===== config.mk =====
export PLATFORM = sky130hd
export DESIGN_NAME = axi_stream_extract_header
export DESIGN_NICKNAME = d
export VERILOG_FILES = /design/src/rtl/axi_stream_extract_header.sv
export SDC_FILE = /design/constraint.sdc
export NUM_CORES = 1
export LEC_CHECK = 0
export CORE_MARGIN = 1
export CORE_UTILIZATION = 54
export DETAILED_ROUTE_END_ITERATION = 6
export PLACE_DENSITY_LB_ADDON = 0.25
export SLEW_MARGIN = 20
export SYNTH_ARGS = -nofsm -noshare
export SYNTH_HDL_FRONTEND = slang
export SYNTH_SLANG_ARGS = --single-unit

===== constraint.sdc =====
create_clock -name clk -period 6.7 [get_ports clk]
set_clock_uncertainty 0.2 [all_clocks]
set_input_delay 1.34 -clock clk [delete_from_list [all_inputs] [get_ports clk]]
set_output_delay 1.34 -clock clk [all_outputs]
set_load 0.05 [all_outputs]

===== src/rtl/axi_stream_extract_header.sv =====
// Purpose : strips a 1..W byte header off the first beat of each AXI-Stream packet and
//           re-packs the remaining payload MSB-first into full beats.
// Latency : 1 clk from input accept to payload/header output (both registered).
// Backpr. : ready_in follows payload-register space; the first beat of a packet also waits
//           for the previous header to be taken, body beats never wait on the header port.
// Ports   : clk/rst_n (async active-low); valid_in/data_in/keep_in/last_in/ready_in input
//           stream; hdr_len = header bytes - 1; valid_out/data_out/keep_out/last_out/ready_out
//           payload stream; valid_hdr/data_hdr/keep_hdr/ready_hdr extracted header.
module axi_stream_extract_header #(
   parameter int DATA_WD      = 32,
   parameter int DATA_BYTE_WD = DATA_WD / 8,
   parameter int BYTE_CNT_WD  = $clog2(DATA_BYTE_WD)
) (
   input  logic                    clk,
   input  logic                    rst_n,
   input  logic                    valid_in,
   input  logic [DATA_WD-1:0]      data_in,
   input  logic [DATA_BYTE_WD-1:0] keep_in,
   input  logic                    last_in,
   output logic                    ready_in,
   input  logic [BYTE_CNT_WD-1:0]  hdr_len,
   output logic                    valid_out,
   output logic [DATA_WD-1:0]      data_out,
   output logic [DATA_BYTE_WD-1:0] keep_out,
   output logic                    last_out,
   input  logic                    ready_out,
   output logic                    valid_hdr,
   output logic [DATA_WD-1:0]      data_hdr,
   output logic [DATA_BYTE_WD-1:0] keep_hdr,
   input  logic                    ready_hdr
);

   // One extra bit so that S = W is representable.
   localparam int SW = BYTE_CNT_WD + 1;

   typedef enum logic [1:0] {HDR, BODY, FLUSH} state_t;

   state_t                  state;
   logic [SW-1:0]           shift_s;    // header length S latched for the current packet
   logic [DATA_WD-1:0]      residual;   // tail bytes of the last beat, already MSB-aligned
   logic [DATA_BYTE_WD-1:0] res_keep;

   function automatic logic [DATA_WD-1:0] byte_mask(input logic [DATA_BYTE_WD-1:0] k);
      logic [DATA_WD-1:0] m;
      m = '0;
      for (int i = 0; i < DATA_BYTE_WD; i++) m[8*i +: 8] = {8{k[i]}};
      return m;
   endfunction

   logic                    out_free;
   logic                    hdr_free;
   logic                    accept;
   logic [SW-1:0]           s_new;
   logic [SW-1:0]           cur_s;
   logic [SW-1:0]           r_cur;
   logic [DATA_WD-1:0]      in_dat_m;
   logic [DATA_WD-1:0]      nxt_res;
   logic [DATA_BYTE_WD-1:0] nxt_res_keep;
   logic [DATA_WD-1:0]      merged_dat;
   logic [DATA_BYTE_WD-1:0] merged_keep;
   logic [DATA_BYTE_WD-1:0] hdr_keep_mask;

   assign out_free = !valid_out || ready_out;
   assign hdr_free = !valid_hdr || ready_hdr;

   always_comb begin
      ready_in = 1'b0;
      case (state)
         HDR:     ready_in = out_free && hdr_free;
         BODY:    ready_in = out_free;
         default: ready_in = 1'b0;
      endcase
   end

   assign accept = valid_in && ready_in;

   // Disabled bytes are zeroed on entry so every downstream register is clean.
   assign in_dat_m      = data_in & byte_mask(keep_in);
   assign s_new         = SW'(hdr_len) + SW'(1);
   assign cur_s         = (state == HDR) ? s_new : shift_s;
   assign r_cur         = SW'(DATA_BYTE_WD) - shift_s;
   // Shifting by the full width yields 0, so S = W leaves no residual and the
   // merge below degenerates to a plain pass-through.
   assign nxt_res       = in_dat_m << {cur_s, 3'b000};
   assign nxt_res_keep  = keep_in << cur_s;
   assign merged_dat    = residual | (in_dat_m >> {r_cur, 3'b000});
   assign merged_keep   = res_keep | (keep_in >> r_cur);
   assign hdr_keep_mask = ~({DATA_BYTE_WD{1'b1}} >> s_new);

   always_ff @(posedge clk or negedge rst_n) begin
      if (!rst_n) begin
         state     <= HDR;
         shift_s   <= '0;
         residual  <= '0;
         res_keep  <= '0;
         valid_out <= 1'b0;
         data_out  <= '0;
         keep_out  <= '0;
         last_out  <= 1'b0;
         valid_hdr <= 1'b0;
         data_hdr  <= '0;
         keep_hdr  <= '0;
      end else begin
         // Default drops; a load below re-asserts in the same cycle (no bubble).
         if (ready_hdr) valid_hdr <= 1'b0;
         if (out_free)  valid_out <= 1'b0;

         case (state)
            HDR: begin
               if (accept) begin
                  shift_s   <= s_new;
                  valid_hdr <= 1'b1;
                  data_hdr  <= in_dat_m & byte_mask(hdr_keep_mask);
                  keep_hdr  <= keep_in & hdr_keep_mask;
                  residual  <= nxt_res;
                  res_keep  <= nxt_res_keep;
                  if (!last_in) begin
                     state <= BODY;
                  end else if (nxt_res_keep != '0) begin
                     // Single-beat packet with payload left after the header.
                     valid_out <= 1'b1;
                     data_out  <= nxt_res;
                     keep_out  <= nxt_res_keep;
                     last_out  <= 1'b1;
                  end
               end
            end
            BODY: begin
               if (accept) begin
                  valid_out <= 1'b1;
                  data_out  <= merged_dat;
                  keep_out  <= merged_keep;
                  residual  <= nxt_res;
                  res_keep  <= nxt_res_keep;
                  if (last_in && nxt_res_keep != '0) begin
                     last_out <= 1'b0;
                     state    <= FLUSH;
                  end else if (last_in) begin
                     last_out <= 1'b1;
                     state    <= HDR;
                  end else begin
                     last_out <= 1'b0;
                  end
               end
            end
            FLUSH: begin
               if (out_free) begin
                  valid_out <= 1'b1;
                  data_out  <= residual;
                  keep_out  <= res_keep;
                  last_out  <= 1'b1;
                  state     <= HDR;
               end
            end
            default: state <= HDR;
         endcase
      end
   end

endmodule


-- Word-level counts from Yosys, hierarchy flattened
Index checks and enable logic that the tools add are counted.
- register bits: 116
- input port bits: 44
- output and inout port bits: 76
- word-level logic and storage cells: 87
- add/subtract/negate cells: 2
- equality and inequality tests: 9
- shift-type cells: 5
- multiplexer cells: 39
- bitwise gates (word level): 6
- reductions and logical operators: 15
- operators with widths (cell ; number):
    2-to-1 mux 32 bit ; 5
    one-hot mux 32 bit (3 select lines) ; 1
    bitwise AND 32 bit ; 2
    bitwise OR 32 bit ; 1
    left shift 32 x 6 -> 32 bit ; 1
    right shift 32 x 6 -> 32 bit ; 1
    2-to-1 mux 4 bit ; 5
    2-to-1 mux 1 bit ; 16
    2-to-1 mux 2 bit ; 6
    one-hot mux 4 bit (3 select lines) ; 1
    != test 2 bit (second input constant) ; 5
    one-hot mux 1 bit (3 select lines) ; 2
    one-hot mux 2 bit (3 select lines) ; 1
    AND reduction 6 bit ; 1
    AND reduction 5 bit ; 1
    bitwise AND 4 bit ; 1
    NOT 4 bit ; 1
    bitwise OR 4 bit ; 1
    AND reduction 2 bit ; 2
    nonzero test 4 bit ; 1
    left shift 4 x 3 -> 4 bit ; 1
    right shift 4 x 3 -> 4 bit ; 1
    right shift 4 x 3 -> 4 bit (first input constant) ; 1
    adder 2 x 1 -> 3 bit (second input constant) ; 1
    13 further kinds ; 17

-- Depth between registers and ports, before layout
Gate-level depths: netlist (run 1).
- word-level depth: 8
- gate-level depth with buffers: 11
- mapped depth without buffers: 8

-- Worst setup path after synthesis (run 1)
No wires, ideal clock.
- path type: input-to-reg
- from: input port hdr_len[1]
- to: register data_out[0]
- setup time: 125 ps
- arrival: 3240 ps
- required time: 6375 ps
- setup slack: 3135 ps
- stages on the path: 10
- path buffers: 2
- cells stage by stage: inv_1 -> ha_1 -> mux2_4 -> nand2_2 -> nor2_1 -> o21a_1 -> o311a_1 -> buf_6 -> buf_6 -> mux2_4
- longest elaborated chain between the ends: 7
- elaborated cells on any way between the ends: 11
- classes of those cells: add/sub: 1; eq/ne: 1; shift: 2; mux: 5; reduce/logical: 2
- RTL lines (what ; line ; text):
    from (decl) ; 21 ; input logic [BYTE_CNT_WD-1:0] hdr_len,
    adder 2 x 1 -> 3 bit * ; 79 ; assign s_new = SW'(hdr_len) + SW'(1);
    via s_new[1] ; 53 ; logic [SW-1:0] s_new;
    2-to-1 mux 3 bit * ; 80 ; assign cur_s = (state == HDR) ? s_new : shift_s;
    left shift 32 x 6 -> 32 bit ; 84 ; assign nxt_res = in_dat_m << {cur_s, 3'b000};
    2-to-1 mux 32 bit ; 119 ; end else if (nxt_res_keep != '0) begin
    2-to-1 mux 32 bit ; 117 ; if (!last_in) begin
    2-to-1 mux 32 bit ; 110 ; if (accept) begin
    one-hot mux 32 bit (3 select lines) ; 108 ; case (state)
    to (signal assigned) ; 122 ; data_out <= nxt_res;
    to (signal assigned) ; 131 ; data_out <= merged_dat;
    to (signal assigned) ; 149 ; data_out <= residual;
    to (decl) ; 23 ; output logic [DATA_WD-1:0] data_out,
The timed path passes the listed nets; every way through them passes the cells marked *. The select of a mux whose other input is x is not followed.
A chain may end at the register's enable or synchronous reset.

-- Worst setup path after layout (run 1)
- from: input port hdr_len[0]
- to: register last_out
- longest elaborated chain between the ends: 8
- elaborated cells on any way between the ends: 10
- classes of those cells: add/sub: 1; eq/ne: 1; shift: 1; mux: 4; reduce/logical: 3
- RTL lines (what ; line ; text):
    adder 2 x 1 -> 3 bit * ; 79 ;
    via s_new[2] ; 53 ;
    2-to-1 mux 3 bit * ; 80 ;
    left shift 4 x 3 -> 4 bit * ; 85 ; assign nxt_res_keep = keep_in << cur_s;
    nonzero test 4 bit * ; 119, 135 ;
    logical AND 1 bit ; 135 ; if (last_in && nxt_res_keep != '0) begin
    2-to-1 mux 1 bit ; 135 ;
    2-to-1 mux 1 bit ; 129 ; if (accept) begin
    one-hot mux 1 bit (3 select lines) ; 108 ;
    to (signal assigned) ; 136 ; last_out <= 1'b0;
    to (signal assigned) ; 139 ; last_out <= 1'b1;
    to (signal assigned) ; 142 ; last_out <= 1'b0;
    to (decl) ; 25 ; output logic last_out,
Marks and branches as above.

==> flow_summary_export.csv, run 1 <==
group,metric,value,unit
synthesis,synthesis.nets,763,
floorplanning,initial_utilization,55.6,%
cells_and_area,n_diodes,0,
placed_design,detailed_place_hpwl,16300,um
setup_path,timing.setup.critical_path_class,"input pin to flop",
sta,fin_crit_sh,74.4,%
synthesis,mean_cell_area_of_the_mapped_netlist,9.44,um2
synthesis,synth.top_cells.by_count,"148 x sky130_fd_sc_hd__nand2_1, 116 x sky130_fd_sc_hd__dfrtp_1, 59 x sky130_fd_sc_hd__o21ai_0",
cells_and_area,finalNetCount,853,
synthesis,synthCells,710,
clock_tree,worst_skew_pair.late_latency,0.42,ns
synthesis,post_synth_and_or_nand_nor_area_fraction,14.7,%
synthesis,synth_ff_type,"sky130_fd_sc_hd__dfrtp_1",
synthesis,synthMuxAreaShare,15.6,%
outcome,run_status,"finished with violations",
clock_tree,cts.clk_slew.worst_paths,0.06,ns
flow_run,cap_violations,0,
setup_path,crit_path_start,"hdr_len[0]",
detailed_routing,antenna_left,0,
pwr,p_leak,3.68,nW
sta,setup_tns,0,ns
detailed_routing,wl,23300,um
setup_path,cp_data_required_time,6.80,ns
setup_path,arrival,5.09,ns
cells_and_area,stdcell_area,8510,um2
sta,finalHoldViolCount,0,
synthesis,yosys.area.top_type,"sky130_fd_sc_hd__dfrtp_1",
global_routing,global_route.usage.total,37.2,%
synthesis,edff_count_synth,0,
setup_path,reg2reg_setup_slack,2.29,ns
clock_tree,tritoncts,"yes",
global_routing,overflow,0,
sta,slew_headroom,33.9,%
sta,timing.fmax,0.201,GHz
sta,unrepaired_setup_endpoints_after_global_routing,"false",
detailed_routing,number_of_iterations_in_the_first_detailed_routing_pass,7,
outcome,violated_checks,"DRC",
global_routing,via_count_of_the_first_global_routing_pass,6138,
detailed_routing,routed_via_density,6.42,
detailed_routing,detailedRoute.firstIterationViolations,778,
clock_tree,cts_repair_resize_count,0,
clock_tree,postCtsSetupBuffers,0,
setup_path,worstSetupStartpointType,"input pin",
setup_path,rr_worst_depth,8,
clock_tree,clockBufferDepth,2,
pwr,peakVddDrop,0.299,mV
setup_path,crit_path_end,"last_out",
floorplanning,row_count,40,
clock_tree,cts_htree_levels,4,
detailed_routing,vias,6301,
clock_tree,clockRootBuffer,"sky130_fd_sc_hd__clkbuf_16",
cells_and_area,areaGrowthSynthToFinish,26.9,%
synthesis,synthesis.area,6710,um2
worst_hold_path,timing.hold.worst.class,"flop to flop",
synthesis,synth_sequential_area_ratio,43.3,%
setup_path,r2r-end,"last_out",
synthesis,ys.warnings.count,0,
synthesis,synth_top_area_share,43.3,%
sta,final-setup-viol-count,0,
floorplanning,design.portCount,120,
sta,max_slew.worst_pin.slew,0.988,ns
floorplanning,die_outline_area,12900,um2
placed_design,finalWeightedCongestion,0.940,
global_routing,grt_max_degree,75,
detailed_routing,drc,6,
synthesis,synth_register_bits,116,
sta,timing_max_transition_violations_final,0,
synthesis,synth_compound_area_share,19.9,%
detailed_routing,route.detailed.wl_per_inst,23.8,um
global_routing,first_pass_grt_wire_length,35100,um
floorplanning,die_height,113,um
synthesis,dominant_combinational_cell_family_by_area_after_synthesis,"compound AO/OA/AOI/OAI gates",
synthesis,post_synth_xor_area_fraction,0.131,%
setup_path,r2r_start,"state[0]",
setup_path,end_kind,"flop",
clock_tree,tritoncts_num_sinks,116,
placed_design,port_buffers,119,
floorplanning,die_span_in_x,113,um
synthesis,synthTopCellsByArea,"sky130_fd_sc_hd__dfrtp_1 43%, sky130_fd_sc_hd__nand2_1 8.3%, sky130_fd_sc_hd__mux2_4 5.2%",
synthesis,post_synth_fa_ha_maj_area_fraction,1.68,%
placed_design,dpl-instance-area,7920,um2
global_routing,grt_antenna_before_repair,0,
clock_tree,holdBufCountCts,0,
sta,post-route-min-period,4.98,ns
setup_path,crit_fanout,28,
synthesis,asyncSetResetFlopFracSynth,100,%
floorplanning,core,12100,um2
clock_tree,tritoncts_buffers,17,
synthesis,synth_cell_type_count,55,
synthesis,most_common_cell_in_the_synthesized_netlist,"sky130_fd_sc_hd__nand2_1",
pwr,power_density,588,nW/um2
cells_and_area,post_route_cells_drive_above_1_share,12.9,%
-- worst min-delay path by stage --
stage	end	depth (start not counted)	startpoint	slack, ns
after global routing	residual[7]	2	residual[7]	0.29
after floorplan	residual[7]	2	residual[7]	0.24
after CTS	residual[7]	2	residual[7]	0.28
final	residual[7]	2	residual[7]	0.28
after global placement	residual[7]	2	residual[7]	0.26
after detailed placement	residual[7]	2	residual[7]	0.26
-- critical path, cell delays in order --
cell and delay [ns]:
sky130_fd_sc_hd__clkdlybuf4s50_1 0.49, sky130_fd_sc_hd__ha_1 0.31, sky130_fd_sc_hd__mux2i_2 0.65, sky130_fd_sc_hd__nand2_1 0.56
sky130_fd_sc_hd__o22ai_2 0.39, sky130_fd_sc_hd__o311a_2 0.44, sky130_fd_sc_hd__buf_4 0.52, sky130_fd_sc_hd__mux2_4 0.35
-- logic make-up after synthesis --
group / Yosys count
XOR/XNOR: 1
AND/OR/NAND/NOR: 234
multiplexers: 77
AO/OA/AOI/OAI: 199
buffers and inverters: 74
adder cells (fa/ha/maj): 9
flip-flops: 116
-- cells in the final DEF, fill, tap and decap left out, drive strengths merged, types with 8 or more instances in the layout --
cell / n
nand2: 150
clkdlybuf4s50: 118
dfrtp: 116
o21ai: 61
mux2: 46
nor2: 33
a21oi: 29
nand3: 28
o31ai: 26
mux2i: 22
clkbuf: 20
a22o: 19
inv: 18
a221oi: 13
a31oi: 10
buf: 10
mux4: 9
ha: 9
o22ai: 9
nor3: 8
-- per-layer routing --
metal | share of wire, % | wire (um) | global-route usage, %
met1 | 40 | 9240 | 47.9
met2 | 47 | 11000 | 59.5
met3 | 8.7 | 2030 | 8.71
met4 | 4.4 | 1030 | 17.7
met5 | 0 | 0 | 0
-- through the flow --
stage | cells | total power, mW | hold WS, ns | setup WS [ns] | util [%]
3_5_place_dp | 949 | 4.04 | 0.263 | 1.36 | 65.7
5_1_grt | 981 | 5.21 | 0.286 | 1.55 | 70.6
4_1_cts | 981 | 4.96 | 0.278 | 1.78 | 70.5
2_1_floorplan | 710 | 3.23 | 0.243 | 3.13 | -
3_3_place_gp | 949 | 3.97 | 0.259 | 1.55 | 65.7
6_report | 981 | 5.00 | 0.282 | 1.72 | 70.6
-- power by group --
| part | leakage (nW) | internal [mW] | switching [mW] |
|---|---|---|---|
| sequential | 1.54 | 0.990 | 0.199 |
| clock | 0.286 | 0.566 | 0.340 |
| combinational | 1.85 | 1.03 | 1.88 |
| total | 3.68 | 2.58 | 2.42 |
-- cell type report --
| class | count | area (um2) |
|---|---|---|
| Timing Repair Buffer | 128 | 1260 |
| Clock buffer | 20 | 457 |
| Inverter | 17 | 63.8 |
| Tap cell | 168 | 210 |
| Multi-Input combinational cell | 520 | 3490 |
| Clock inverter | 12 | 130 |
| Sequential cell | 116 | 2900 |
| Fill cell | 925 | 3550 |
-- sequential cells by signal, indices dropped and copies added (netlist names) --
name / cells
data_hdr: 32
data_out: 32
keep_hdr: 4
keep_out: 4
last_out: 1
res_keep: 4
residual: 32
shift_s: 3
state: 2
valid_hdr: 1
valid_out: 1
No activity file was read; power rests on OpenSTA's default activity.
==> run 2, diff against run 1 <==
- CORE_UTILIZATION: 54 -> 53
- clock period: 6.7 -> 4.84 ns (I/O delays scaled with it)
==> run 2 against run 1 <==
  * Sequential power increased by 35%
  * Register-to-register slack worse by 0.99 ns
  * The flow now finishes without violations
  * Cell area increased by 0.24%
  * Global-route usage fell by 1.5 points
  * Flip-flop and latch count did not move
  * Critical path depth up 1
  * Wire length down 3.3%
  * Setup slack worse by 0.72 ns
  * Highest routed layer unchanged
  * Via count down 2.3%
  * Die area rose by 1.9%
  * Clock-buffer cell count is 1 higher
  * Cell count grew 0.41%
==> flow_summary_export.csv, run 2 (synthesis results as in run 1) <==
group,metric,value,unit
setup_path,worst-path-buf-inv,3,
cells_and_area,reg.largest.list,"data_hdr: 32 flops, data_out: 32 flops, residual: 32 flops",
global_routing,gr-usage-met2,56.1,%
clock_tree,tritoncts_buffers,17,
detailed_routing,wl,22500,um
sta,setup_ws,0.994,ns
setup_path,reg2reg_setup_slack,1.30,ns
clock_tree,postCtsSetupBuffers,0,
clock_tree,holdBufCountCts,0,
setup_path,timing.setup.critical_path_class,"input pin to flop",
sta,timing_max_transition_violations_final,0,
setup_path,rr_worst_depth,9,
clock_tree,cts_repair_resize_count,0,
detailed_routing,route.detailed.wl_per_inst,22.9,um
pwr,power_frac_seq,23.5,%
detailed_routing,antenna_left,0,
setup_path,path_cells,"clkdlybuf4s50_1 -> ha_1 -> mux2i_2 -> buf_4 -> nand2_1 -> o22ai_2 -> o311a_2 -> buf_4 -> mux2_4",
outcome,run_status,"finished clean",
sta,timing.fmax,0.260,GHz
flow_run,cap_violations,0,
cells_and_area,finalNetCount,860,
clock_tree,cts.clk_slew.worst_paths,0.06,ns
cells_and_area,n_diodes,0,
cells_and_area,layout_commonest_cell,"sky130_fd_sc_hd__nand2_1",
global_routing,grt-busiest-layer,"met2",
sta,slew_headroom,32.4,%
global_routing,grt.met3_usage,9.42,%
clock_tree,cts_htree_levels,4,
clock_tree,tritoncts_num_sinks,116,
setup_path,r2r_start,"state[1]",
global_routing,global_route.usage.total,35.7,%
sta,post-route-min-period,3.85,ns
pwr,clock_power_share,17.4,%
detailed_routing,detailedRoute.firstIterationViolations,733,
floorplanning,core,12200,um2
floorplanning,die_outline_area,13100,um2
setup_path,cpPeakStageDelay,0.53,ns
global_routing,first_pass_grt_wire_length,34100,um
global_routing,grt_max_degree,59,
global_routing,grt_antenna_before_repair,0,
setup_path,cp_data_required_time,4.94,ns
cells_and_area,commonest_cells_after_routing_fill_and_taps_aside,"147 x sky130_fd_sc_hd__nand2_1, 118 x sky130_fd_sc_hd__clkdlybuf4s50_1, 116 x sky130_fd_sc_hd__dfrtp_1",
global_routing,via_count_of_the_first_global_routing_pass,5780,
sta,final-setup-viol-count,0,
pwr,power_density,804,nW/um2
clock_tree,clockRootBuffer,"sky130_fd_sc_hd__clkbuf_16",
clock_tree,clockBufferDepth,2,
placed_design,detailed_place_hpwl,16000,um
sta,max_slew.worst_pin.slew,1.01,ns
worst_hold_path,timing.hold.worst.class,"input pin to async pin",
clock_tree,worst_skew_pair.late_latency,0.42,ns
pwr,sw_frac_of_total,48.0,%
floorplanning,die_height,114,um
placed_design,finalWeightedCongestion,0.964,
cells_and_area,post_route_cells_drive_above_1_share,13.5,%
placed_design,port_buffers,119,
global_routing,grt.met1_usage,47.0,%
setup_path,critical_path.top_delay_family,"buffers and inverters",
cells_and_area,num-fill-cells,948,
setup_path,r2r-end,"data_out[20]",
setup_path,end_kind,"flop",
detailed_routing,drc,0,
sta,setup_tns,0,ns
setup_path,worstSetupStartpointType,"input pin",
floorplanning,die_span_in_x,114,um
pwr,p_sw,3.30,mW
floorplanning,row_count,40,
pwr,p_int,3.56,mW
global_routing,overflow,0,
detailed_routing,vias,6155,
floorplanning,design.portCount,120,
sta,finalHoldViolCount,0,
pwr,power.share.combinational,59.1,%
placed_design,detailedPlace.worstSlack,0.692,ns
floorplanning,initial_utilization,55.1,%
setup_path,crit_fanout,24,
sta,unrepaired_setup_endpoints_after_global_routing,"false",
sta,fin_crit_sh,79.5,%
pwr,p_leak,3.69,nW
setup_path,crit_path_frequent_cell,"sky130_fd_sc_hd__buf_4",
pwr,peakVddDrop,0.375,mV
clock_tree,tritoncts,"yes",
cells_and_area,areaGrowthSynthToFinish,27.2,%
setup_path,arrival,3.95,ns
detailed_routing,number_of_iterations_in_the_first_detailed_routing_pass,7,
detailed_routing,routed_via_density,6.25,
setup_path,timing.critical_path.slowest_stage_cell,"sky130_fd_sc_hd__clkdlybuf4s50_1",
-- run 2: cell count changes in the layout (fill, tap and decap cells not counted) --
cell / change
sky130_fd_sc_hd__nand2_4: -1
sky130_fd_sc_hd__clkinv_4: -2
sky130_fd_sc_hd__nand2_2: +1
sky130_fd_sc_hd__inv_6: -1
sky130_fd_sc_hd__clkinv_2: -2
sky130_fd_sc_hd__buf_4: +7
sky130_fd_sc_hd__clkbuf_8: +2
sky130_fd_sc_hd__clkbuf_1: -1
sky130_fd_sc_hd__bufinv_16: -1
sky130_fd_sc_hd__clkinvlp_4: +2
-- run 2: metal layers --
metal	vias to the layer above	wire (um)
met3	53	1970
met2	355	10500
met5	-	0
met1	3001	9300
li1	2746	-
met4	0	794
-- run 2: final cells by class --
type	count	area, um2	share of cell area (%)
Clock buffer	21	480	5.63
Timing Repair Buffer	135	1310	15.3
Sequential cell	116	2900	34.0
Multi-Input combinational cell	520	3490	40.9
Clock inverter	8	78.8	0.924
Inverter	17	63.8	0.748
Tap cell	168	210	2.46
-- run 2: stage by stage --
step           hold slack (ns)  power, mW  std cells  util, %  instance area, um2
5_1_grt                  0.181       7.16        985     70.1                8530
4_1_cts                  0.183       6.82        985     70.1                8530
3_3_place_gp             0.258       5.53        956     65.5                7970
3_5_place_dp             0.263       5.60        956     65.5                7970
2_1_floorplan            0.243       4.47        710        -                6710
6_report                 0.179       6.86        985     70.1                8530
-- run 2: worst max path at each step --
stage          slack [ns]  startpoint      endpoint  depth (start not counted)
3_3_place_gp         0.80  hdr_len[0]   data_out[1]                          9
5_1_grt              0.86  hdr_len[0]  data_out[20]                          9
2_1_floorplan        1.65  hdr_len[1]   data_out[0]                         10
3_5_place_dp         0.69  hdr_len[0]  data_out[20]                          9
6_report             0.99  hdr_len[0]  data_out[20]                          9
4_1_cts              1.04   ready_hdr      ready_in                          5
-- run 2: power by group through the flow --
| stage | registers, mW | logic (mW) | clock network [mW] |
|---|---|---|---|
| after floorplan | 2.44 | 2.03 | 0 |
| after global placement | 1.59 | 3.94 | 0 |
| after detailed placement | 1.61 | 4.00 | 0 |
| after CTS | 1.61 | 4.02 | 1.20 |
| after global routing | 1.65 | 4.27 | 1.24 |
| final | 1.61 | 4.05 | 1.19 |
